===== config.mk =====
export PLATFORM = sky130hd
export DESIGN_NAME = mem_stage_ctrl
export DESIGN_NICKNAME = d
export VERILOG_FILES = /design/src/rtl/mem_stage_pkg.sv /design/src/rtl/mem_timeout_ctr.sv /design/src/rtl/mem_stage_ctrl.sv
export SDC_FILE = /design/constraint.sdc
export NUM_CORES = 1
export LEC_CHECK = 0
export ABC_CLOCK_PERIOD_IN_PS = 1500
export BUFFER_PORTS_ARGS = -buffer_cell sky130_fd_sc_hd__buf_2
export CAP_MARGIN = 30
export CORE_MARGIN = 2
export CORE_UTILIZATION = 30
export CTS_BUF_LIST = sky130_fd_sc_hd__clkbuf_16
export DETAILED_ROUTE_END_ITERATION = 6
export PLACE_DENSITY = 0.61
export SLEW_MARGIN = 0
export SYNTH_ARGS = -nofsm -noshare
export SYNTH_HDL_FRONTEND = slang
export SYNTH_HIERARCHICAL = 1
export SYNTH_SLANG_ARGS = --single-unit
export TNS_END_PERCENT = 10

===== constraint.sdc =====
create_clock -name clk -period 1.5 [get_ports clk]
set_input_delay 0.3 -clock clk [delete_from_list [all_inputs] [get_ports clk]]
set_output_delay 0.3 -clock clk [all_outputs]
set_load 0.05 [all_outputs]

===== src/rtl/mem_stage_pkg.sv =====
// mem_stage_pkg: state encoding, default widths and timeout limit shared by the MEM stage controller.
// Sizing helper for the optional timeout counter lives here too.
package mem_stage_pkg;

    typedef enum logic {
        IDLE = 1'b0,
        WAIT = 1'b1
    } memState_t;

    localparam int DEF_DATA_W  = 8;
    localparam int DEF_ADDR_W  = 8;
    localparam int DEF_REG_W   = 3;
    localparam int DEF_TIMEOUT = 15;

    // Bits needed to hold values 0..maxCount inclusive.
    function automatic int ctrWidth(input int maxCount);
        return $clog2(maxCount + 1);
    endfunction

endpackage


===== src/rtl/mem_timeout_ctr.sv =====
// mem_timeout_ctr: counts cycles spent waiting on memory; o_expire flags the TIMEOUT-th wait cycle.
// Only instantiated when MEM_TIMEOUT_EN is defined.
module mem_timeout_ctr
    import mem_stage_pkg::*;
#(
    parameter int TIMEOUT = DEF_TIMEOUT
)(
    input  logic clk,
    input  logic rst,
    input  logic i_load,
    input  logic i_count,
    output logic o_expire
);

    localparam int CW = ctrWidth(TIMEOUT);

    logic [CW-1:0] r_count;

    // Loaded to 1 on the accept edge so the count equals the number of the current wait cycle.
    always_ff @(posedge clk) begin
        if (rst) begin
            r_count <= '0;
        end else if (i_load) begin
            r_count <= CW'(1);
        end else if (i_count && !o_expire) begin
            r_count <= r_count + CW'(1);
        end
    end

    assign o_expire = (r_count == CW'(TIMEOUT));

endmodule


===== src/rtl/mem_stage_ctrl.sv =====
// mem_stage_ctrl: MEM stage of the 8-bit pipeline; runs loads/stores over req/ready and fills MEM/WB.
// Define MEM_TIMEOUT_EN to abort accesses that wait TIMEOUT cycles and raise the sticky busErr flag.
module mem_stage_ctrl
    import mem_stage_pkg::*;
#(
    parameter int DATA_W  = DEF_DATA_W,
    parameter int ADDR_W  = DEF_ADDR_W,
    parameter int REG_W   = DEF_REG_W,
    parameter int TIMEOUT = DEF_TIMEOUT
)(
    input  logic              clk,
    input  logic              rst,
    input  logic              inValid,
    input  logic              inMemRead,
    input  logic              inMemWrite,
    input  logic              inRegWrite,
    input  logic [REG_W-1:0]  inRd,
    input  logic [DATA_W-1:0] inALURes,
    input  logic [DATA_W-1:0] inWriteData,
    output logic              stallOut,
    output logic              memReq,
    output logic              memWe,
    output logic [ADDR_W-1:0] memAddr,
    output logic [DATA_W-1:0] memWData,
    input  logic              memReady,
    input  logic [DATA_W-1:0] memRData,
    output logic              wbValid,
    output logic              wbRegWrite,
    output logic              wbMemToReg,
    output logic [REG_W-1:0]  wbRd,
    output logic [DATA_W-1:0] wbReadData,
    output logic [DATA_W-1:0] wbALURes,
    output logic              busErr
);

    if (TIMEOUT < 1) begin : g_badTimeout
        $error("mem_stage_ctrl: TIMEOUT must be at least 1");
    end

    memState_t         r_state;
    logic [REG_W-1:0]  r_latRd;
    logic              r_latRegWrite;
    logic [DATA_W-1:0] r_latALURes;

    logic              w_isMem;
    logic              w_acceptMem;
    logic              w_inWait;
    logic [ADDR_W-1:0] w_addr;

    assign w_isMem     = inMemRead || inMemWrite;
    assign w_acceptMem = (r_state == IDLE) && inValid && w_isMem;
    assign w_inWait    = (r_state == WAIT);
    assign w_addr      = ADDR_W'(inALURes);
    assign stallOut    = w_inWait;

`ifdef MEM_TIMEOUT_EN
    logic w_expire;
    logic w_abort;

    mem_timeout_ctr #(
        .TIMEOUT (TIMEOUT)
    ) u_timeoutCtr (
        .clk      (clk),
        .rst      (rst),
        .i_load   (w_acceptMem),
        .i_count  (w_inWait),
        .o_expire (w_expire)
    );

    // A same-cycle memReady wins over the timeout, so abort only when ready is absent.
    assign w_abort = w_inWait && !memReady && w_expire;

    always_ff @(posedge clk) begin
        if (rst) begin
            busErr <= 1'b0;
        end else if (w_abort) begin
            busErr <= 1'b1;
        end
    end
`else
    assign busErr = 1'b0;
`endif

    // Stage FSM: IDLE accepts an instruction each cycle, WAIT holds the memory request until it completes.
    always_ff @(posedge clk) begin
        if (rst) begin
            r_state       <= IDLE;
            r_latRd       <= '0;
            r_latRegWrite <= 1'b0;
            r_latALURes   <= '0;
            memReq        <= 1'b0;
            memWe         <= 1'b0;
            memAddr       <= '0;
            memWData      <= '0;
            wbValid       <= 1'b0;
            wbRegWrite    <= 1'b0;
            wbMemToReg    <= 1'b0;
            wbRd          <= '0;
            wbReadData    <= '0;
            wbALURes      <= '0;
        end else begin
            case (r_state)
                IDLE: begin
                    if (!inValid) begin
                        wbValid    <= 1'b0;
                        wbRegWrite <= 1'b0;
                    end else if (w_isMem) begin
                        // A set write flag wins, so read+write together behaves as a store.
                        r_latRd       <= inRd;
                        r_latRegWrite <= inRegWrite;
                        r_latALURes   <= inALURes;
                        memReq        <= 1'b1;
                        memWe         <= inMemWrite;
                        memAddr       <= w_addr;
                        memWData      <= inWriteData;
                        wbValid       <= 1'b0;
                        wbRegWrite    <= 1'b0;
                        r_state       <= WAIT;
                    end else begin
                        wbValid    <= 1'b1;
                        wbRegWrite <= inRegWrite;
                        wbMemToReg <= 1'b0;
                        wbRd       <= inRd;
                        wbALURes   <= inALURes;
                    end
                end
                WAIT: begin
                    if (memReady) begin
                        memReq     <= 1'b0;
                        wbValid    <= 1'b1;
                        wbRegWrite <= r_latRegWrite && !memWe;
                        wbMemToReg <= !memWe;
                        wbRd       <= r_latRd;
                        wbALURes   <= r_latALURes;
                        if (!memWe) begin
                            wbReadData <= memRData;
                        end
                        r_state    <= IDLE;
`ifdef MEM_TIMEOUT_EN
                    end else if (w_abort) begin
                        memReq     <= 1'b0;
                        wbValid    <= 1'b1;
                        wbRegWrite <= 1'b0;
                        wbMemToReg <= 1'b0;
                        wbRd       <= r_latRd;
                        wbALURes   <= r_latALURes;
                        r_state    <= IDLE;
`endif
                    end else begin
                        wbValid    <= 1'b0;
                        wbRegWrite <= 1'b0;
                    end
                end
                default: begin
                    r_state <= IDLE;
                end
            endcase
        end
    end

endmodule


* Word-level counts from Yosys, hierarchy flattened
Cells that the tools add are included.
Cells by class: eq/ne operators 4, mux-type cells 28, bitwise logic cells 2, reduce and logical (&&, ||, !) cells 7
Operators by type and width (count):
- $mux 8 | 3
- $pmux 8 s2 | 1
- $mux 1 | 15
- $reduce_and 3->1 | 4
- $pmux 1 s2 | 5
- $mux 3 | 3
- $ne 2x2->1 const B | 4
- $pmux 3 s2 | 1
- $not 1->1 | 2
- $logic_and 1x1->1 | 1
- $logic_not 1->1 | 1
- $logic_or 1x1->1 | 1
Word-level totals: bits in registers 45, input bits 34, output and inout port bits 42, word-level logic and storage cells 54

* Depth between registers and ports, before layout
Gate-level depths: netlist of the first run.
depth after elaboration 4, mapped depth 5, depth with buffers taken out 3

* Least setup slack after synthesis of the first run
No wires, ideal clock.
path kind register to register, from reg r_state (netlist: stallOut), to reg wbALURes[3], library setup time 126 ps, data arrival time 1638 ps, required time 1374 ps, setup slack -263 ps, stages on the path, launching flop included 6, path buffers 2, period minus slack after synthesis 1763 ps, cell sequence dfxtp_1 or4b_4 buf_6 buf_12 a221oi_2 a211oi_2
Between the ends: cells in the longest elaborated chain, start to end 3, elaborated cells on any way between the ends 6, those cells by class eq/ne (3); mux (1); bitwise (1); reduce/logical (1)
Ends and longest elaborated chain:
- from (decl) | line mem_stage_ctrl.sv:40 | memState_t r_state;
- from (signal assigned) | line mem_stage_ctrl.sv:87 | r_state <= IDLE;
- from (signal assigned) | line mem_stage_ctrl.sv:118 | r_state <= WAIT;
- from (signal assigned) | line mem_stage_ctrl.sv:138 | r_state <= IDLE;
- $not 1->1 (no source line)
- $ne 2x2->1 (no source line)
- $reduce_and 3->1 (no source line)
- to (signal assigned) | line mem_stage_ctrl.sv:124 | wbALURes <= inALURes;
- to (signal assigned) | line mem_stage_ctrl.sv:134 | wbALURes <= r_latALURes;
- to (decl) | line mem_stage_ctrl.sv:32 | output logic [DATA_W-1:0] wbALURes,
Several ways; a longest one is shown, not always the timed one. A chain may end at the register's enable or synchronous reset.

* Worst setup path in the final report of the first run
from reg r_state (netlist: stallOut), to reg wbALURes[2]
Same word-level chain as after synthesis.

==> summary by stage, run 1 <==
Run status
The flow ran to the end, but the final reports show violations. The checks that failed: negative setup slack.

Final layout
At the end of the flow, the number of nets in the layout was 323. The layout has 686 filler cells. The area overhead of the layout relative to synthesis is 29.51%. The share of cells above drive strength 1 is 45.17%.

The design area is 2653 sq um. The repair_antennas step left the layout with diodes totalling 0.

Logic synthesis
The share of the synthesized area in the top cell type is 43.98%. By area, the combinational part of the netlist is dominated by compound AO/OA/AOI/OAI gates. By area the synthesized netlist is led by sky130_fd_sc_hd__dfxtp_1, sky130_fd_sc_hd__a21oi_1, sky130_fd_sc_hd__a211oi_2, sky130_fd_sc_hd__nand3_1, sky130_fd_sc_hd__o21ai_0.

The most frequently used cell type in the post-synthesis netlist is sky130_fd_sc_hd__dfxtp_1. The prevailing post-synth register cell is sky130_fd_sc_hd__dfxtp_1. The fraction of synthesis flops using an asynchronous set or reset pin is 0%. Summing the areas of all and, or, nand and nor instances in the mapped netlist gives 14.91% of the synthesized area. The post-synthesis mux area share is 3.910%. The average cell area after synthesis is 9.661 sq um. The distinct cell type count of the synthesized netlist is 26. The synthesized cell area is 2048 sq um. In this run, synthesis produced a sequential element count of 45. The count of flip-flops with a built-in enable after synthesis is 0. Summing the areas of all compound-gate instances in the mapped netlist gives 26.94% of the synthesized area.

By count the netlist is led by sky130_fd_sc_hd__dfxtp_1, sky130_fd_sc_hd__a21oi_1, sky130_fd_sc_hd__nand3_1, sky130_fd_sc_hd__o21ai_0, sky130_fd_sc_hd__clkbuf_1. In the synthesized netlist, the number of instances is 212. The net count after synthesis is 246. For this run, the register share of the synthesized area comes to 43.98%. The warning count from the yosys run is 6.

The post-synthesis share of cell area spent on full adders, half adders and majority gates is 0%. Summed over all instances, the cell type with the most area after synthesis is sky130_fd_sc_hd__dfxtp_1. Of the total synthesized cell area, the portion taken by XOR and XNOR cells is 0%.

Route
The number of vias in the routed layout is 1882. The violation count after the first detailed-route iteration is 95. After detailed routing, the average wire length per cell comes to 14.64 um. After detailed routing, the number of remaining DRC violations is 0. Using the TritonRoute via totals, the vias-per-cell ratio works out to 5.086.

The total iterations of the first detailed-routing run is 4. For this block, the routed nets add up to 5416 um of wire. The count of nets left with antenna violations after detail routing is 0.

Power
Power comes to 3.064 mW. The worst ir drop on vdd is 0.7280 mV. Power spread over the standard cell area amounts to 1155 nW/um^2. The static power due to leakage is 1.183 nW.

Placed design
The congestion estimate from routability-driven global placement came to 0.7456. The count of buffers added on input and output ports is 74. After detailed placement, the total cell area comes to 2477 sq um.

The detailed-placement wirelength estimate is 3564 um.

Worst setup path
The cell with the largest stage delay on the worst path is sky130_fd_sc_hd__or4b_4. The cell family contributing the most delay on the critical path is simple AND/OR/NAND/NOR gates. The critical path goes through or4b_4 -> a221oi_1 -> a211oi_2.

The worst setup path is captured at a flip-flop. At the worst endpoint, the required time is 1.66 ns. The number of buffers and inverters on the critical path is 0. In this run the worst path has a maximum fanout of 9. For this run, the slowest stage of the critical path takes 0.62 ns. The critical path is of the flip-flop to flip-flop type. The startpoint type of the worst setup path is a flip-flop. Data on the critical path arrives at its endpoint at 1.69 ns.

Worst hold path
The class of the most critical hold timing path is input port to flip-flop.

Timing
Setup repair after global routing could not meet its margin everywhere. The final-report max-slew violation count came to 0. Derived from the worst setup path, the maximum achievable clock frequency is 653.5 MHz. The final worst clock skew is 0.005928 ns. The setup violation total in the final timing report is 2. Setup slack on the critical path of the routed design comes to -0.03031 ns.

Hold is met by 0.2423 ns. The final-report hold violation count is 0. The final period demand of the worst path is 1.530 ns. The part of the cycle the worst path needs is 102.0%.

Clock network
Once the clock tree was built, the setup fixing pass inserted 0 buffers. Clock-pin slew was measured on the worst setup and hold paths at 0.06 ns. TritonCTS built the clock tree. The library cell used as clock root buffer is sky130_fd_sc_hd__clkbuf_16. The number of hold buffers added after CTS was 0. The number of sinks handled by clock tree synthesis is 45. The CTS buffer count is 5. For the worst-skew pair, the clock arrives at the later sink with an insertion delay of 0.28 ns.

The H-tree depth is 2. The buffer levels on the longest clock path is 2.

Flow run
The max-capacitance violation count is 0.

GRT
The total routing usage reported by global routing is 13.95%. The total overflow reported by the global router is 0. The number of antenna violations at the first check in global routing was 0. Entering global routing, the biggest net connects 46 pins. The first-pass GRT wire length is 8328 um.

The number of global-route vias before repair came to 1695.

Floorplan
The I/O pin count is 76. The floorplan step defined a die boundary enclosing 7504 sq um. The core area is 6681 sq um. The die is 86.63 um wide. The die span in y is 86.63 um. The initial core utilization is 30.66%. The count of standard-cell rows is 30.
## routing by layer
layer | wire length (um) | vias to the layer above | global-route usage, %
met5 | 0 | - | 0
met4 | 63 | 0 | 4.261
met3 | 389 | 6 | 3.714
met2 | 2322 | 82 | 20.63
met1 | 2641 | 871 | 19.81
li1 | - | 923 | -
## per-stage QoR
step / setup slack [ns] / TNS (ns) / utilization, % / std cells
finish: -0.03031 / -0.03748 / 39.70 / 370
global route: -0.05031 / -0.1892 / 39.70 / 370
CTS: -0.04568 / -0.1054 / 39.40 / 369
detailed placement: -0.1831 / -1.213 / 37.08 / 361
global placement: -0.1440 / -0.9024 / 37.08 / 361
floorplan: -0.04208 / -0.2959 / - / 212
## worst reg2reg max path: cells and delay by family (launching register included)
family | cells | cell delay, ns
simple gates | 1 | 0.62
flops | 1 | 0.36
compound gates | 2 | 0.43
## kinds of logic (layout without fill, tap and decap cells)
family,after synthesis,count (layout)
AOI/OAI and AO/OA,80,80
buffers and inverters,25,102
DFF,45,45
muxes,8,8
other,1,1
and+or+nand+nor,53,54
## path summary, 6_finish.rpt
path,start,end,slack (ns),cells past startpoint
min,memRData[5],wbReadData[5]$_SDFFE_PP0P_,0.24,3
max,stallOut$_SDFF_PP0_,wbALURes[2]$_SDFFE_PP0P_,-0.03,3
min reg2reg,memWData[2]$_SDFFE_PP0P_,memWData[2]$_SDFFE_PP0P_,0.47,2
max reg2reg,stallOut$_SDFF_PP0_,wbALURes[2]$_SDFFE_PP0P_,-0.03,3
## cells in the final DEF, fill, tap and decap left out, types with 2 or more instances in the layout
cell type | Yosys | final
sky130_fd_sc_hd__or4b_4 | 1 | 2
sky130_fd_sc_hd__a221oi_2 | 6 | 8
sky130_fd_sc_hd__a221oi_1 | 5 | 3
sky130_fd_sc_hd__buf_4 | 1 | 18
sky130_fd_sc_hd__nor2_1 | 9 | 9
sky130_fd_sc_hd__a21oi_1 | 37 | 37
sky130_fd_sc_hd__clkbuf_16 | 0 | 5
sky130_fd_sc_hd__nand2_1 | 4 | 4
sky130_fd_sc_hd__mux2i_1 | 8 | 8
sky130_fd_sc_hd__nand3_1 | 22 | 22
sky130_fd_sc_hd__dfxtp_1 | 45 | 44
sky130_fd_sc_hd__nand2b_1 | 2 | 2
sky130_fd_sc_hd__buf_2 | 1 | 73
sky130_fd_sc_hd__a211oi_1 | 2 | 2
sky130_fd_sc_hd__a211oi_2 | 9 | 9
sky130_fd_sc_hd__nor2b_1 | 3 | 2
sky130_fd_sc_hd__and2b_2 | 9 | 9
sky130_fd_sc_hd__o21ai_0 | 21 | 21
## cell type report
| type | count | area, sq um | area share (%) |
|---|---|---|---|
| inverter | 1 | 3.754 | 0.1415 |
| sequential | 45 | 904.6 | 34.10 |
| multi-input combinational | 143 | 969.7 | 36.56 |
| timing repair buffer | 93 | 531.8 | 20.05 |
| tap | 80 | 100.1 | 3.774 |
| clock inverter | 3 | 17.52 | 0.6604 |
| clock buffer | 5 | 125.1 | 4.717 |
## power breakdown
| group | switching (mW) | internal, mW |
|---|---|---|
| clock | 0.454 | 0.611 |
| sequential | 0.0421 | 1.27 |
| combinational | 0.470 | 0.219 |
| total | 0.966 | 2.10 |
## flip-flops by register name, indices dropped and copies added, names as in the netlist
register / cells
stallOut: 1
memWe: 1
wbReadData: 8
r_latALURes: 8
wbRd: 3
r_latRd: 3
wbALURes: 8
memReq: 1
wbRegWrite: 1
wbValid: 1
memWData: 8
wbMemToReg: 1
r_latRegWrite: 1
## timing repair
item,CTS,global route
setup endpoints to repair,5,8
gates cloned,0,1
pin swaps,0,1
gates resized for setup,3,2
(Power assumes the default switching activity.)
==> run 2, diff against run 1 <==
--- a/config.mk
+++ b/config.mk
@@ -8,10 +8,10 @@
 export ABC_CLOCK_PERIOD_IN_PS = 1500
 export BUFFER_PORTS_ARGS = -buffer_cell sky130_fd_sc_hd__buf_2
 export CAP_MARGIN = 30
-export CORE_MARGIN = 2
 export CORE_UTILIZATION = 30
 export CTS_BUF_LIST = sky130_fd_sc_hd__clkbuf_16
 export DETAILED_ROUTE_END_ITERATION = 6
+export GPL_TIMING_DRIVEN = 0
 export PLACE_DENSITY = 0.61
 export SLEW_MARGIN = 0
 export SYNTH_ARGS = -nofsm -noshare
==> summary by stage, run 2 (synthesis gave the netlist of run 1 again) <==
Timing
Setup slack on the critical path of the routed design comes to -0.06844 ns. The transition time at the pin with the least slew margin is 0.5112 ns. The setup violation total in the final timing report is 7. The part of the cycle the worst path needs is 104.6%.

Measured against its own limit, the worst slew margin works out to 65.92%. Derived from the worst setup path, the maximum achievable clock frequency is 637.6 MHz. The final-report hold violation count was 0. The final period demand of the worst path is 1.568 ns. Clock skew on the completed layout was measured at 0.002707 ns. Setup repair after global routing could not meet its margin everywhere. The worst hold margin is 0.2459 ns.

The final-report max-slew violation count is 0.

Final layout
The number of nets in the final layout is 325. The layout has 690 filler cells. For this run, the number of standard cells in the final layout without fillers is 369.

0 antenna diodes ended up in the layout. In the layout the commonest cells are sky130_fd_sc_hd__buf_2, sky130_fd_sc_hd__dfxtp_1, sky130_fd_sc_hd__a21oi_1, sky130_fd_sc_hd__nand3_1, sky130_fd_sc_hd__o21ai_0. The multi-input combinational cells in the finished layout cover a total of 992.2 sq um.

The area overhead of the layout relative to synthesis is 32.93%. The library cell used most frequently in the layout, excluding fill and tap cells, is sky130_fd_sc_hd__buf_2. The share of cells above drive strength 1 is 42.47%.

Across the whole layout, storage elements account for 904.6 sq um.

Clock network
The clock input transition at the sequential cells of the worst setup and hold paths is 0.06 ns. The clock tree synthesis step divided the H-tree into 2 levels. The CTS tree is built.

The worst-skew pair later-pin latency is 0.28 ns. The buffer levels on the longest clock path is 2. CTS saw 45 sinks.

The library cell used as clock root buffer is sky130_fd_sc_hd__clkbuf_16. The CTS buffer count is 5.

GRT
Entering global routing, the biggest net connects 14 pins. The first-pass GRT wire length is 9335 um. For this run the aggregate overflow at the end of global routing stands at 0. The total routing usage reported by global routing is 16.61%. The number of global-route vias before repair is 1915. The number of antenna violations at the first check in global routing was 0.

Worst setup path
The worst setup path is of the flip-flop to flip-flop kind. The highest cell delay on the worst timing path is 0.56 ns. The startpoint identified for the worst register-to-register timing path is stallOut$_SDFF_PP0_. The number of buffers and inverters on the critical path is 1.

STA puts the critical path data required time at 1.67 ns. The cell with the largest stage delay on the worst path is sky130_fd_sc_hd__or4b_4. The worst-path maximum fanout is 10. The critical path endpoint category is a flip-flop. The startpoint type of the worst setup path is a flip-flop. Walking the worst path, the cells encountered are or4b_4 -> buf_12 -> a221oi_4 -> a211oi_2. The kind of cell with the highest combined delay along the critical path is simple AND/OR/NAND/NOR gates. At the worst endpoint, the arrival time is 1.74 ns.

The launch point of the worst path is stallOut$_SDFF_PP0_.

Route
The detailed router finished its first iteration with 112 violations. The total iterations of the first detailed-routing run is 7. The residual DRC count is 1. The detail-routed via count per cell is 5.114.

The routed wire length is 5552 um. The number of vias in the routed layout is 1887. The count of nets left with antenna violations after detail routing is 0.

Dividing the detail-routed wire length by the instance count gives 15.05 um.

Placed design
The final weighted congestion of routability-driven global placement is 0.7781. The detailed-placement wirelength estimate is 3892 um. The placed instance count is 362. Buffers placed on the I/O ports in this run total 73.

Worst hold path
The class of the most critical hold timing path is input port to flip-flop. The worst hold path begins at memRData[1].

Floorplan
The die span in y is 84.63 um. From left edge to right edge, the die measures 84.63 um. The initialized floorplan defines 29 standard-cell rows.

The die covers 7161 sq um. Pin placement for this block handled 76 I/O pins. Once the floorplan was initialized, standard cells occupied 31.71% of the core. The core region is 6459 sq um.

Run status
The run finished, with violations left. The checks that failed: design-rule violations, negative setup slack.

Flow run
The max-capacitance violation count is 0.

Power
The worst ir drop on vdd is 0.7731 mV. In this run the power density over the cells is 1189 nW/um^2. The static power due to leakage is 1.198 nW.
## run 2: changes by cell type in the layout (fill, tap and decap cells not counted), sizes merged
cell    previous run  this run
clkinv             3         1
clkbuf             5        23
buf               93        78
inv                1         2
or4b               2         1
bufinv             0         1
## run 2: per-layer routing
metal  GRT usage, %  vias to the layer above  share of wire (%)
met5              0                        -                  0
met4          4.006                        0               0.61
met3          5.211                        4                5.9
met2          27.12                       61                 46
met1          21.40                      899                 47
li1               -                      923                  -
## run 2: what timing repair did
action	in CTS	in global routing
hold buffers	0	0
endpoints found under the setup margin	30	31
cloned	0	0
pin swaps	1	0
buffers inserted	0	0
gates resized for setup	9	3
hold endpoints to repair	0	0
## run 2: final timing paths
check	depth (start not counted)	slack [ns]	endpoint
max	4	-0.07	wbALURes[5]$_SDFFE_PP0P_
min	3	0.25	wbReadData[1]$_SDFFE_PP0P_
max reg2reg	4	-0.07	wbALURes[5]$_SDFFE_PP0P_
min reg2reg	2	0.46	memReq$_SDFFE_PP0P_
## run 2: area by class of cell
cell class | instances | area share, %
inverters | 1 | 0.1379
well taps | 77 | 3.539
clock inverters | 3 | 1.379
clock buffers | 5 | 4.596
plain buffers | 23 | 7.261
multi-input cells | 142 | 36.44
repair buffers | 73 | 13.42
flip-flops and latches | 45 | 33.23
## run 2: metrics by stage
| step | TNS [ns] | utilization [%] | instance area [sq um] | total power [mW] | setup WS, ns |
|---|---|---|---|---|---|
| after CTS | -0.1314 | 42.08 | 2718 | 3.264 | -0.05792 |
| after global placement | -5.221 | 38.92 | 2514 | 2.019 | -0.2360 |
| after global routing | -0.5505 | 42.15 | 2723 | 3.380 | -0.09816 |
| after floorplan | -0.2959 | - | 2052 | 1.840 | -0.04208 |
| after detailed placement | -5.278 | 38.92 | 2514 | 2.027 | -0.2406 |
| final | -0.1659 | 42.15 | 2723 | 3.238 | -0.06844 |
## run 2: worst register-to-register path, stage by stage (launching register included)
cell                       delay (ns)
sky130_fd_sc_hd__dfxtp_4         0.36
sky130_fd_sc_hd__or4b_4          0.56
sky130_fd_sc_hd__buf_12          0.19
sky130_fd_sc_hd__a221oi_4        0.30
sky130_fd_sc_hd__a211oi_2        0.05
## run 2: where the power goes
part	switching (mW)	internal [mW]
logic	0.481	0.226
clock network	0.447	0.774
registers	0.0418	1.27
total	0.970	2.27
